[config.mk]
export PLATFORM = sky130hd
export DESIGN_NAME = dmem_access_unit
export DESIGN_NICKNAME = d
export VERILOG_FILES = /design/src/rtl/dmem_access_unit.sv
export SDC_FILE = /design/constraint.sdc
export NUM_CORES = 1
export LEC_CHECK = 0
export BUFFER_PORTS_ARGS = -buffer_cell sky130_fd_sc_hd__buf_4
export CORE_MARGIN = 2
export CORE_UTILIZATION = 51
export CTS_CLUSTER_DIAMETER = 120
export DETAILED_ROUTE_END_ITERATION = 16
export GPL_TIMING_DRIVEN = 1
export PLACE_DENSITY = 0.85
export RECOVER_POWER = 25
export SYNTH_ARGS = -nofsm -noshare
export SYNTH_HDL_FRONTEND = slang
export SYNTH_SLANG_ARGS = --single-unit
[constraint.sdc]
create_clock -name clk -period 2.65 [get_ports clk]
set_input_delay 0.3975 -clock clk [delete_from_list [all_inputs] [get_ports clk]]
set_output_delay 0.3975 -clock clk [all_outputs]
set_load 0.02 [all_outputs]
[src/rtl/dmem_access_unit.sv]
// rtl/dmem_access_unit.sv - load/store sequencer between execute stage and word-ported data cache
// Sub-word stores run as read-modify-write; loads are lane-extracted and extended.
module dmem_access_unit #(
    parameter int WIDTH     = 32,
    parameter int WIDTH_ADD = 5,
    parameter int BYTE      = 8
) (
    input  logic                 clk,
    input  logic                 rst_n,
    input  logic                 req_valid,
    output logic                 req_ready,
    input  logic                 req_we,
    input  logic [1:0]           req_size,
    input  logic                 req_signed,
    input  logic [WIDTH_ADD-1:0] req_addr,
    input  logic [WIDTH-1:0]     req_wdata,
    output logic                 resp_valid,
    output logic [WIDTH-1:0]     resp_rdata,
    output logic                 resp_err,
    output logic [WIDTH_ADD-1:0] mem_addr,
    output logic [WIDTH-1:0]     mem_wdata,
    output logic                 mem_we,
    input  logic [WIDTH-1:0]     mem_rdata
);

    typedef enum logic [1:0] {IDLE, READ, WRITE, RESP} state_t;

    state_t state, state_next;

    logic                 l_we;
    logic [1:0]           l_size;
    logic                 l_signed;
    logic [WIDTH_ADD-1:0] l_addr;
    logic [WIDTH-1:0]     l_wdata;
    logic [WIDTH-1:0]     l_word;
    logic                 l_err;

    logic       accept;
    logic       req_err;
    logic [4:0] byte_sh;
    logic [4:0] half_sh;
    logic [BYTE-1:0]   byte_v;
    logic [2*BYTE-1:0] half_v;
    logic [WIDTH-1:0]  load_data;
    logic [WIDTH-1:0]  merged;

    assign req_ready = (state == IDLE);
    assign accept    = req_valid && req_ready;
    assign req_err   = (req_size == 2'b11) ||
                       (req_size == 2'b01 && req_addr[0]) ||
                       (req_size == 2'b10 && req_addr[1:0] != 2'b00);

    always_ff @(posedge clk or negedge rst_n) begin
        if (!rst_n) begin
            state    <= IDLE;
            l_we     <= 1'b0;
            l_size   <= 2'b00;
            l_signed <= 1'b0;
            l_addr   <= '0;
            l_wdata  <= '0;
            l_word   <= '0;
            l_err    <= 1'b0;
        end else begin
            state <= state_next;
            if (accept) begin
                l_we     <= req_we;
                l_size   <= req_size;
                l_signed <= req_signed;
                l_addr   <= req_addr;
                l_wdata  <= req_wdata;
                l_err    <= req_err;
            end
            if (state == READ) begin
                l_word <= mem_rdata;
            end
        end
    end

    always_comb begin
        state_next = state;
        case (state)
            IDLE: begin
                if (accept) begin
                    if (req_err)
                        state_next = RESP;
                    else if (req_we && req_size == 2'b10)
                        state_next = WRITE;
                    else
                        state_next = READ;
                end
            end
            READ:    state_next = l_we ? WRITE : RESP;
            WRITE:   state_next = RESP;
            RESP:    state_next = IDLE;
            default: state_next = IDLE;
        endcase
    end

    assign byte_sh = {l_addr[1:0], 3'b000};
    assign half_sh = {l_addr[1], 4'b0000};
    assign byte_v  = l_word[byte_sh +: BYTE];
    assign half_v  = l_word[half_sh +: 2*BYTE];

    always_comb begin
        load_data = l_word;
        case (l_size)
            2'b00:   load_data = {{(WIDTH-BYTE){l_signed & byte_v[BYTE-1]}}, byte_v};
            2'b01:   load_data = {{(WIDTH-2*BYTE){l_signed & half_v[2*BYTE-1]}}, half_v};
            default: load_data = l_word;
        endcase
    end

    // Word stores never read, so the merge only splices into the captured old word for sub-word sizes.
    always_comb begin
        merged = l_word;
        case (l_size)
            2'b00:   merged[byte_sh +: BYTE]   = l_wdata[BYTE-1:0];
            2'b01:   merged[half_sh +: 2*BYTE] = l_wdata[2*BYTE-1:0];
            default: merged = l_wdata;
        endcase
    end

    assign mem_we     = (state == WRITE);
    assign mem_addr   = {l_addr[WIDTH_ADD-1:2], 2'b00};
    assign mem_wdata  = merged;
    assign resp_valid = (state == RESP);
    assign resp_err   = (state == RESP) && l_err;
    assign resp_rdata = (state == RESP && !l_we && !l_err) ? load_data : '0;

endmodule
==> summary.txt <==
Critical path
  • Worst setup path category: flop to output pin
  • Setup crit end kind: output pin
  • CP Cell Sequence: or3b_1 > o22ai_4 > a21oi_2 > a221oi_2 > buf_4
  • Crit path arrival time: 2.22 ns
  • Critical R2R Launch: state[0]$_DFFE_PN0P_
  • CP max stage delay: 0.49 ns
  • Critical path required time: 2.25 ns
  • Crit path from: l_size[1]$_DFFE_PN0P_
  • Crit-path max FO: 10
  • CP startpoint kind: flop
  • CP max stage cell: dfrtp_2

Detailed routing
  • DRT iter0 DRCs: 386
  • Via count: 4368
  • DRT antenna net count: 0
  • DR WL/cell: 20.7 um
  • # DRC: 0
  • Pre-antenna DRT Iters: 5
  • Final WL: 14.9 mm
  • Drt via density: 6.08

Timing
  • Slew Limit Fails: 77
  • Min Tclk post-route: 2.61 ns
  • Fmax achieved: 0.382 GHz
  • RSZ-0062 raised after global routing: true
  • Slew @ Worst Pin: 1.92 ns
  • Setup Skew: 0.00640 ns
  • Final hold vios: 0
  • Worst rel slew slack: -0.278
  • Final setup viols: 0
  • Final TNS setup: 0 ns
  • Period utilization: 0.987

Place
  • Port Buffers: 146
  • Routability Congestion: 0.918
  • Detailed Place HPWL: 10.5 mm
  • Placed instance count: 692

Yosys
  • Register area share after synthesis: 0.417
  • Synth warn: 0
  • Synth Instances: 453
  • FFs w/ async S/R, synth: 1.00
  • Yosys cell types: 42
  • Synth Cell Area: 4560 um2
  • Flops & latches, synth: 76
  • Syn Area/Cell: 10.1 um2
  • Top FF cell, synth: dfrtp_1
  • Post-synth EDFFs: 0

Status
  • Status: complete, but fails checks
  • Failing checks: max-capacitance violations, max-slew violations

Global route
  • Routing usage on met2: 0.503
  • Initial antenna violation count: 0
  • First-pass GRT wire length: 22.7 mm
  • Via count of the first global-routing pass: 4293
  • Global Route met1 Usage: 0.380
  • Met3 Use GR: 0.0681
  • GRT Total Usage: 0.301
  • Largest net degree at the start of global routing: 77
  • GRT busiest layer: met2
  • Congestion Overflow GR: 0

Clock tree
  • CTS sink cnt: 76
  • Worst skew pair latency: 0.35 ns
  • TritonCTS Buffers: 9
  • Clk root buf: clkbuf_8
  • Bufs on Longest Clock Path: 2
  • Clock transition at path regs: 0.09 ns
  • CTS tree: done
  • H-tree depth: 3

Power
  • Leakage Power: 2.94 nW
  • Psw: 4.36 mW
  • Switching part of the total: 0.473
  • Pint: 4.85 mW
  • VDD IR-drop max: 0.00106 V
  • Cell area power density: 1490 nW/um2
  • Clock power share: 0.099
  • Sequential Power Share: 0.279
  • Comb power frac: 0.623

Finish
  • Nets@finish: 690
  • Most common cell after layout, fill and taps aside: buf_4
  • Non-Filler Instances: 718
  • Most frequent cells in the layout: buf_4, nand2_1, dfrtp_1
  • Diode count: 0
  • Area Growth Syn to Fin: 35.5%
  • Ratio of cells with drive above 1 in the final layout: 0.470

Die
  • Core ar.: 8720 um2
  • I/O pins: 149
  • Die span in y: 98.6 um
  • Cell Rows: 34
  • Initial Utilization: 0.523
  • Die area: 9720 um2
  • Die X: 98.6 um

Min path
  • Hold Crit Class: primary input to flop
  • Hold Path Origin: mem_rdata[15]

Run
  • Max Cap Violations: 1
==> final timing paths <==
path | cells past startpoint | to | slack [ns]
max | 5 | resp_rdata[14] | 0.04
min | 3 | l_word[15]$_DFFE_PN0N_ | 0.26
max reg2reg | 6 | l_addr[0]$_DFFE_PN0P_ | 0.69
min reg2reg | 2 | l_err$_DFFE_PN0P_ | 0.51
max in group asynchronous | 1 | l_addr[1]$_DFFE_PN0P_ | 0.81
min in group asynchronous | 1 | l_wdata[18]$_DFFE_PN0P_ | 0.55
==> sequential cells by signal (all words and copies together), names as in the netlist <==
register / flops
l_we: 1
l_size: 2
l_addr: 5
state: 2
l_signed: 1
l_wdata: 32
l_word: 32
l_err: 1
==> power groups by stage <==
| stage | registers [mW] | clock network, mW | logic, mW |
|---|---|---|---|
| finish | 2.56 | 0.907 | 5.73 |
| global route | 2.62 | 0.970 | 6.09 |
| CTS | 2.52 | 0.914 | 5.50 |
| detailed placement | 2.53 | 0 | 5.32 |
| global placement | 2.51 | 0 | 5.20 |
| floorplan | 2.19 | 0 | 3.65 |
==> layout make-up <==
class	instances	area, um2
Multi-Input combinational cell	330	2540
Fill cell	615	2540
Sequential cell	76	1910
Timing Repair Buffer	172	1340
Tap cell	108	135
Clock buffer	10	128
Clock inverter	6	71.3
Inverter	16	62.6
==> repair_timing <==
action | in CTS | in global routing
hold buffers | 0 | 0
setup endpoints to repair | 55 | 53
pin swaps | 2 | 6
setup buffers | 4 | 6
cloned | 0 | 1
resized for setup | 14 | 14
==> routing by layer <==
metal / up-vias / wire length, um
met2: 274 / 7400
li1: 1929 / -
met3: 52 / 1310
met4: 0 / 569
met1: 2113 / 5580
met5: - / 0
==> metrics by stage <==
step / setup slack (ns) / power [mW] / cell area [um2] / hold WS [ns] / util
after global routing: -0.0425 / 9.68 / 6180 / 0.257 / 0.709
final: 0.0354 / 9.21 / 6180 / 0.261 / 0.709
after detailed placement: 0.163 / 7.85 / 5760 / 0.482 / 0.661
after floorplan: 0.124 / 5.84 / 4570 / 0.102 / -
after CTS: 0.0100 / 8.93 / 6060 / 0.227 / 0.695
after global placement: 0.204 / 7.71 / 5760 / 0.480 / 0.661
==> kinds of logic (layout without fill, tap and decap cells) <==
group                      Yosys count  count (layout)  share of synthesized area
muxes                               82              82                      0.217
AOI/OAI and AO/OA                   94              94                      0.149
and+or+nand+nor                    143             143                      0.144
adders and majority gates            9               9                     0.0247
other                                1               2                   0.000822
buffers and inverters               48             204                     0.0480
DFF                                 76              76                      0.417
==> cell usage after synthesis (2+ instances only) <==
cell type | n | area, um2
a22oi_1 | 8 | 60.1
o221ai_1 | 9 | 78.8
nor3_1 | 9 | 45.0
inv_1 | 16 | 60.1
a21oi_1 | 11 | 55.1
and2_1 | 2 | 12.5
a22o_1 | 9 | 78.8
o21ai_0 | 25 | 125
or3b_1 | 2 | 17.5
dfrtp_1 | 76 | 1900
nand2b_1 | 2 | 12.5
nor4_4 | 2 | 42.5
mux2i_1 | 10 | 100
mux2_2 | 65 | 732
ha_1 | 9 | 113
buf_2 | 13 | 65.1
a211oi_2 | 2 | 25.0
mux4_2 | 7 | 158
buf_4 | 6 | 45.0
a221o_1 | 8 | 80.1
nor2b_1 | 9 | 56.3
nand2_1 | 97 | 364
o22ai_1 | 8 | 50.1
clkbuf_1 | 10 | 37.5
buf_1 | 3 | 11.3
a221oi_1 | 7 | 61.3
nor2_1 | 13 | 48.8
==> critical path: cells and delay by family, from the launching register on <==
kind | cells | cell delay [ns]
compound gates | 3 | 0.74
flops | 1 | 0.49
simple gates | 1 | 0.42
buf+inv | 1 | 0.20
Power figures use the tool's default switching activity.
